[config.mk]
export PLATFORM = sky130hd
export DESIGN_NAME = dp_sequencer
export DESIGN_NICKNAME = d
export VERILOG_FILES = /design/src/rtl/dp_sequencer.sv
export SDC_FILE = /design/constraint.sdc
export NUM_CORES = 1
export LEC_CHECK = 0
export ABC_AREA = 1
export CORE_ASPECT_RATIO = 0.7
export CORE_MARGIN = 1.5
export CORE_UTILIZATION = 37
export CTS_BUF_LIST = sky130_fd_sc_hd__clkbuf_4
export DETAILED_ROUTE_END_ITERATION = 10
export GPL_ROUTABILITY_DRIVEN = 0
export PLACE_DENSITY = 0.71
export SKIP_LAST_GASP = 1
export SLEW_MARGIN = 10
export SYNTH_ARGS = -nofsm -noshare
export SYNTH_HDL_FRONTEND = slang
export SYNTH_SLANG_ARGS = --single-unit
[constraint.sdc]
create_clock -name clk -period 1.2 [get_ports clk]
set_input_delay 0.36 -clock clk [delete_from_list [all_inputs] [get_ports clk]]
set_output_delay 0.36 -clock clk [all_outputs]
set_load 0.01 [all_outputs]
[src/rtl/dp_sequencer.sv]
// dp_sequencer: control unit for the 4-bit arithmetic datapath.
// Accepts a start/opcode request and steps the datapath through
// load, execute, wait-for-done, select and output-enable phases,
// rejecting divide-by-zero and aborting a WAIT that never completes.
// All outputs come straight from flops so they are glitch-free and
// clear together with the asynchronous reset.
module dp_sequencer #(
    parameter int unsigned TIMEOUT = 15,  // max WAIT cycles before err (1..255)
    parameter int unsigned CW      = 8    // timeout counter width
) (
    input  logic       clk,
    input  logic       rst,
    input  logic       start,
    input  logic [2:0] op,
    input  logic [3:0] y,
    input  logic       done_calc,
    input  logic       done_div,
    output logic       en_x,
    output logic       en_y,
    output logic       go_calc,
    output logic       go_div,
    output logic       go_mult,
    output logic       sel_h,
    output logic [1:0] sel_l,
    output logic       en_out_h,
    output logic       en_out_l,
    output logic [2:0] op_calc,
    output logic       busy,
    output logic       done,
    output logic       err
);

    typedef enum logic [2:0] {
        S_IDLE,
        S_LOAD,
        S_EXEC,
        S_WAIT,
        S_SEL,
        S_OUT,
        S_FIN,
        S_ERR
    } state_t;

    // Full datapath control word, in output-port order.
    typedef struct packed {
        logic       en_x;
        logic       en_y;
        logic       go_calc;
        logic       go_div;
        logic       go_mult;
        logic       sel_h;
        logic [1:0] sel_l;
        logic       en_out_h;
        logic       en_out_l;
        logic [2:0] op_calc;
        logic       busy;
        logic       done;
        logic       err;
    } ctrl_t;

    localparam logic [2:0] OP_DIV = 3'b100;
    localparam logic [2:0] OP_MUL = 3'b101;

    localparam logic [1:0] SEL_PASS = 2'b00;
    localparam logic [1:0] SEL_CALC = 2'b01;
    localparam logic [1:0] SEL_MUL  = 2'b10;
    localparam logic [1:0] SEL_DIV  = 2'b11;

    localparam logic [CW-1:0] CNT_LAST = CW'(TIMEOUT - 1);

    state_t        state_q, state_d;
    logic [2:0]    op_q, op_d;
    logic [CW-1:0] cnt_q;
    ctrl_t         ctrl_q, ctrl_d;
    logic          unit_done;
    logic          timeout_hit;

    // Opcode classes: calc ops are 000-011, pass ops are 110/111.
    function automatic logic is_calc(input logic [2:0] o);
        return (o[2] == 1'b0);
    endfunction

    function automatic logic is_pass(input logic [2:0] o);
        return (o[2:1] == 2'b11);
    endfunction

    // Moore decode of the control word for a given state and latched opcode.
    function automatic ctrl_t decode(input state_t s, input logic [2:0] o);
        ctrl_t c;
        c = '0;
        if (s != S_IDLE) begin
            c.op_calc = o;
        end
        case (s)
            S_LOAD: begin
                c.en_x = 1'b1;
                c.en_y = 1'b1;
                c.busy = 1'b1;
            end
            S_EXEC: begin
                c.go_calc = is_calc(o);
                c.go_div  = (o == OP_DIV);
                c.go_mult = (o == OP_MUL);
                c.busy    = 1'b1;
            end
            S_WAIT: begin
                c.busy = 1'b1;
            end
            S_SEL, S_OUT: begin
                c.busy = 1'b1;
                if (is_calc(o)) begin
                    c.sel_l = SEL_CALC;
                end else if (o == OP_DIV) begin
                    c.sel_h = 1'b1;
                    c.sel_l = SEL_DIV;
                end else if (o == OP_MUL) begin
                    c.sel_l = SEL_MUL;
                end else begin
                    c.sel_l = SEL_PASS;
                end
                if (s == S_OUT) begin
                    c.en_out_l = 1'b1;
                    c.en_out_h = (o == OP_DIV) || (o == OP_MUL);
                end
            end
            S_FIN: begin
                c.done = 1'b1;
            end
            S_ERR: begin
                c.err  = 1'b1;
                c.busy = 1'b1;
            end
            default: begin
                c = '0;
            end
        endcase
        return c;
    endfunction

    assign unit_done   = (op_q == OP_DIV) ? done_div : done_calc;
    assign timeout_hit = (cnt_q == CNT_LAST);

    // Next-state, opcode latch and next control word.
    always_comb begin
        // NOTE: every signal written here gets a default first so no path
        // leaves it unassigned, which would otherwise infer a latch.
        state_d = state_q;
        op_d    = op_q;
        case (state_q)
            S_IDLE: begin
                if (start) begin
                    op_d = op;
                    if ((op == OP_DIV) && (y == 4'b0000)) begin
                        state_d = S_ERR;
                    end else begin
                        state_d = S_LOAD;
                    end
                end
            end
            S_LOAD: begin
                state_d = is_pass(op_q) ? S_SEL : S_EXEC;
            end
            S_EXEC: begin
                // The multiplier registers its result on go, so no WAIT.
                state_d = (op_q == OP_MUL) ? S_SEL : S_WAIT;
            end
            S_WAIT: begin
                // A done in the last allowed cycle still wins over timeout.
                if (unit_done) begin
                    state_d = S_SEL;
                end else if (timeout_hit) begin
                    state_d = S_ERR;
                end
            end
            S_SEL: begin
                state_d = S_OUT;
            end
            S_OUT: begin
                state_d = S_FIN;
            end
            S_FIN: begin
                state_d = S_IDLE;
            end
            S_ERR: begin
                state_d = S_IDLE;
            end
            default: begin
                state_d = S_IDLE;
            end
        endcase
        ctrl_d = decode(state_d, op_d);
    end

    // State, latched opcode and registered control word.
    always_ff @(posedge clk or posedge rst) begin
        // NOTE: sequential state uses non-blocking assignments so every flop
        // samples the pre-edge values regardless of statement order.
        if (rst) begin
            state_q <= S_IDLE;
            op_q    <= 3'b000;
            ctrl_q  <= '0;
        end else begin
            state_q <= state_d;
            op_q    <= op_d;
            ctrl_q  <= ctrl_d;
        end
    end

    // WAIT-cycle counter, cleared in EXEC so the first WAIT cycle sees 0.
    always_ff @(posedge clk or posedge rst) begin
        if (rst) begin
            cnt_q <= '0;
        end else if (state_q == S_EXEC) begin
            cnt_q <= '0;
        end else if (state_q == S_WAIT) begin
            cnt_q <= cnt_q + CW'(1);
        end
    end

    assign en_x     = ctrl_q.en_x;
    assign en_y     = ctrl_q.en_y;
    assign go_calc  = ctrl_q.go_calc;
    assign go_div   = ctrl_q.go_div;
    assign go_mult  = ctrl_q.go_mult;
    assign sel_h    = ctrl_q.sel_h;
    assign sel_l    = ctrl_q.sel_l;
    assign en_out_h = ctrl_q.en_out_h;
    assign en_out_l = ctrl_q.en_out_l;
    assign op_calc  = ctrl_q.op_calc;
    assign busy     = ctrl_q.busy;
    assign done     = ctrl_q.done;
    assign err      = ctrl_q.err;

endmodule

==> flow_summary.ini <==
[synthesis]
syn-mean-instance-area_um2 = 8.13
synth-warning-count = 0
synth_simple_gate_area_frac = 0.303
synth_fa_ha_area_frac = 0.0181
xor_xnor_share_of_the_synthesized_area = 0.0127
post_synth_mux_area_share = 0
syn_nets = 184
largest_family_of_logic_cells_by_synthesized_area = simple AND/OR/NAND/NOR gates
synth-compound-area-share = 0.0516
netlist_area_um2 = 1380
synth_cells = 170
proportion_of_synthesized_chip_area_in_sequential_cells = 0.525
synthDominantCellAreaShare = 0.525
netlist_top_cells_area = dfrtp_1 52%, nand2_1 9.2%, nor2_1 9.2%, inv_1 7.3%, nand3_1 3.3%
netlist.top_cell.by_area = dfrtp_1
synth_seq_cells = 29
yosysUniqueCellTypes = 24

[layout]
n_antenna_cell = 0
share_of_cells_above_drive_strength_1 = 0.518
fill_cells = 321
layout_nets = 259
area_growth_pct = 66.7

[sta]
tightest_hold_margin_ns = 0.365
min_period_ns = 1.41
clock-skew-final_ns = 0.00654
setup_viol = 27
fin_ws_ns = -0.214
max_clk_rate_ghz = 0.707
finalCritPeriodShare = 1.18
hold_violations = 0
rsz_0062_raised_after_global_routing = yes
fin_setup_tns_ns = -2.98
timing_worst_slew_pin_value_ns = 0.266
max_slew_margin = 0.822
drv_slew = 0

[die]
top_level_ports = 28
fp.dieArea_um2 = 4120
rows = 18
placeableCoreArea_um2 = 3560
die_width_um = 76.1
starting_density_of_the_core = 0.389
die_h_um = 54.1

[global_routing]
global_route.overflow_total = 0
globalRouteTotalUtil = 0.187
grt_first_pass_wirelength_um = 5730
antenna_found_initial = 0
grt_max_degree = 30
first_global_vias = 1291

[route]
drt_iter0_drc = 35
drc = 0
wire_per_inst_um = 12.7
drtPass1Iterations = 4
wirelength_um = 3750
drt-vias-per-instance = 4.44
drt.antenna.violating_nets = 0
dr_total_vias = 1310

[clock_tree]
cts.hold.buffers_added = 0
numClockSinks = 29
clock_latency_ns = 0.33
h-tree-depth = 2
tritoncts = yes
clock_tree.buffer_depth = 2
clk_transition_reported_paths_ns = 0.09
tritoncts.num_buffers = 5
cts_root_buffer = clkbuf_4

[setup_path]
rr_startpoint = state_q[2]
worstReg2RegEnd = sel_h
worst_setup_path_end_kind = flop
kind_of_launch_point_of_the_worst_setup_path = flop
cp.required_ns = 1.46
r2r_cells = 7
worst-endpoint-arrival_ns = 1.67
timing_worst_setup_path_type = reg -> reg
rrSetupSlack_ns = -0.21
critPathMaxFanout = 5

[placed_design]
dp_hpwl_um = 2310
detailedPlace.worstSlack_ns = -0.480
place.port_buffers = 27

[power_and_ir_drop]
power.leakage_nw = 1.18
post-layout-total-power_w = 0.00534
vdd_ir_drop_max_uv = 1650
power-per-cell-area_nw_per_um2 = 2320

[worst_hold_path]
holdCritPathClass = in -> async

[outcome]
status = finished with violations
violated_checks = setup timing

[job]
maxCapViolations = 0
metrics by stage:
stage | instance area [um^2] | util | instances
floorplan | 1400 | - | 170
global placement | 1990 | 0.558 | 279
detailed placement | 1990 | 0.558 | 279
CTS | 2110 | 0.594 | 292
global route | 2300 | 0.648 | 295
finish | 2300 | 0.648 | 295
cell type report:
type	count	area, um^2	share of cell area
Multi-Input combinational cell	109	767	0.333
Sequential cell	29	732	0.318
Timing Repair Buffer	69	568	0.246
Inverter	31	126	0.0548
Tap cell	50	62.6	0.0271
Clock buffer	6	45.0	0.0195
Clock inverter	1	3.75	0.00163
cells in the mapped netlist:
cell       n
buf_4      1
nor3_1     3
o21ai_0    3
nor2_1    34
nand2_2    2
a21oi_1    2
nor4_1     1
nor2_2     3
clkinv_1   1
ha_1       2
or2_1      1
xor2_1     2
nand3_1    9
inv_2      3
o22ai_1    2
nor3_2     1
nand2_1   34
nand4_1    2
o21ai_2    3
nand3_2    3
dfrtp_1   29
o31ai_1    1
inv_1     27
nand3b_1   1
worst max path at each step:
stage                from      end  slack [ns]  depth (start not counted)
2_1_floorplan  state_q[0]  go_mult       -0.07                          6
3_3_place_gp        start    sel_h       -0.45                          6
3_5_place_dp        start  go_mult       -0.48                          6
4_1_cts        state_q[2]  go_mult       -0.20                          7
5_1_grt          cnt_q[0]     busy       -0.31                         10
6_report       state_q[2]    sel_h       -0.21                          7
state kept, by name, summed over array words and instances (netlist names):
name      flops
cnt_q         8
op_calc       3
op_q          3
state_q       3
sel_l         2
busy          1
done          1
en_out_h      1
en_out_l      1
en_x          1
err           1
go_calc       1
go_div        1
go_mult       1
sel_h         1
worst max-delay path, cell delays in order, from the launching register on:
cell and delay (ns):
dfrtp_1 0.42, inv_4 0.11, buf_6 0.11, nand3_4 0.10
or2_4 0.26, o21ai_4 0.10, nand3_2 0.13, nor2_2 0.11
metal layers:
layer	global-route usage	vias up	wire (um)
met1	0.228	609	1700
li1	-	672	-
met2	0.320	24	1870
met5	0	-	0
met4	0.0833	0	49
met3	0.0525	5	130
where the power goes:
| part | internal [W] | switching (W) |
|---|---|---|
| clock network | 0.000235 | 0.000332 |
| logic | 0.00152 | 0.00168 |
| registers | 0.00129 | 0.000271 |
layout by cell type, fill, tap and decap left out, types with 3 or more instances in the layout:
cell | synthesis | layout
o21ai_4 | 0 | 3
nand2_4 | 0 | 5
inv_4 | 0 | 4
buf_6 | 0 | 12
clkdlybuf4s50_1 | 0 | 11
nand2_1 | 34 | 20
nand3_2 | 3 | 5
dfrtp_1 | 29 | 24
buf_2 | 0 | 13
inv_1 | 27 | 21
nor2_1 | 34 | 23
nor2_4 | 0 | 9
buf_4 | 1 | 31
clkbuf_4 | 0 | 6
dfrtp_2 | 0 | 5
inv_2 | 3 | 6
nand3_1 | 9 | 6
nand2_2 | 2 | 11
nor2_2 | 3 | 5
cell families (layout without fill, tap and decap cells):
logic type                 Yosys count  after routing
and+or+nand+nor                     94             94
AOI/OAI and AO/OA                   11             11
adders and majority gates            2              2
xor gates and xnor gates             2              2
buffers and inverters               32            107
DFF                                 29             29
timing repair:
item | CTS | global route
setup buffers | 6 | 3
pin swaps | 13 | 26
resized for setup | 91 | 53
endpoints found under the setup margin | 42 | 43
No activity file was read; power rests on OpenSTA's default activity.
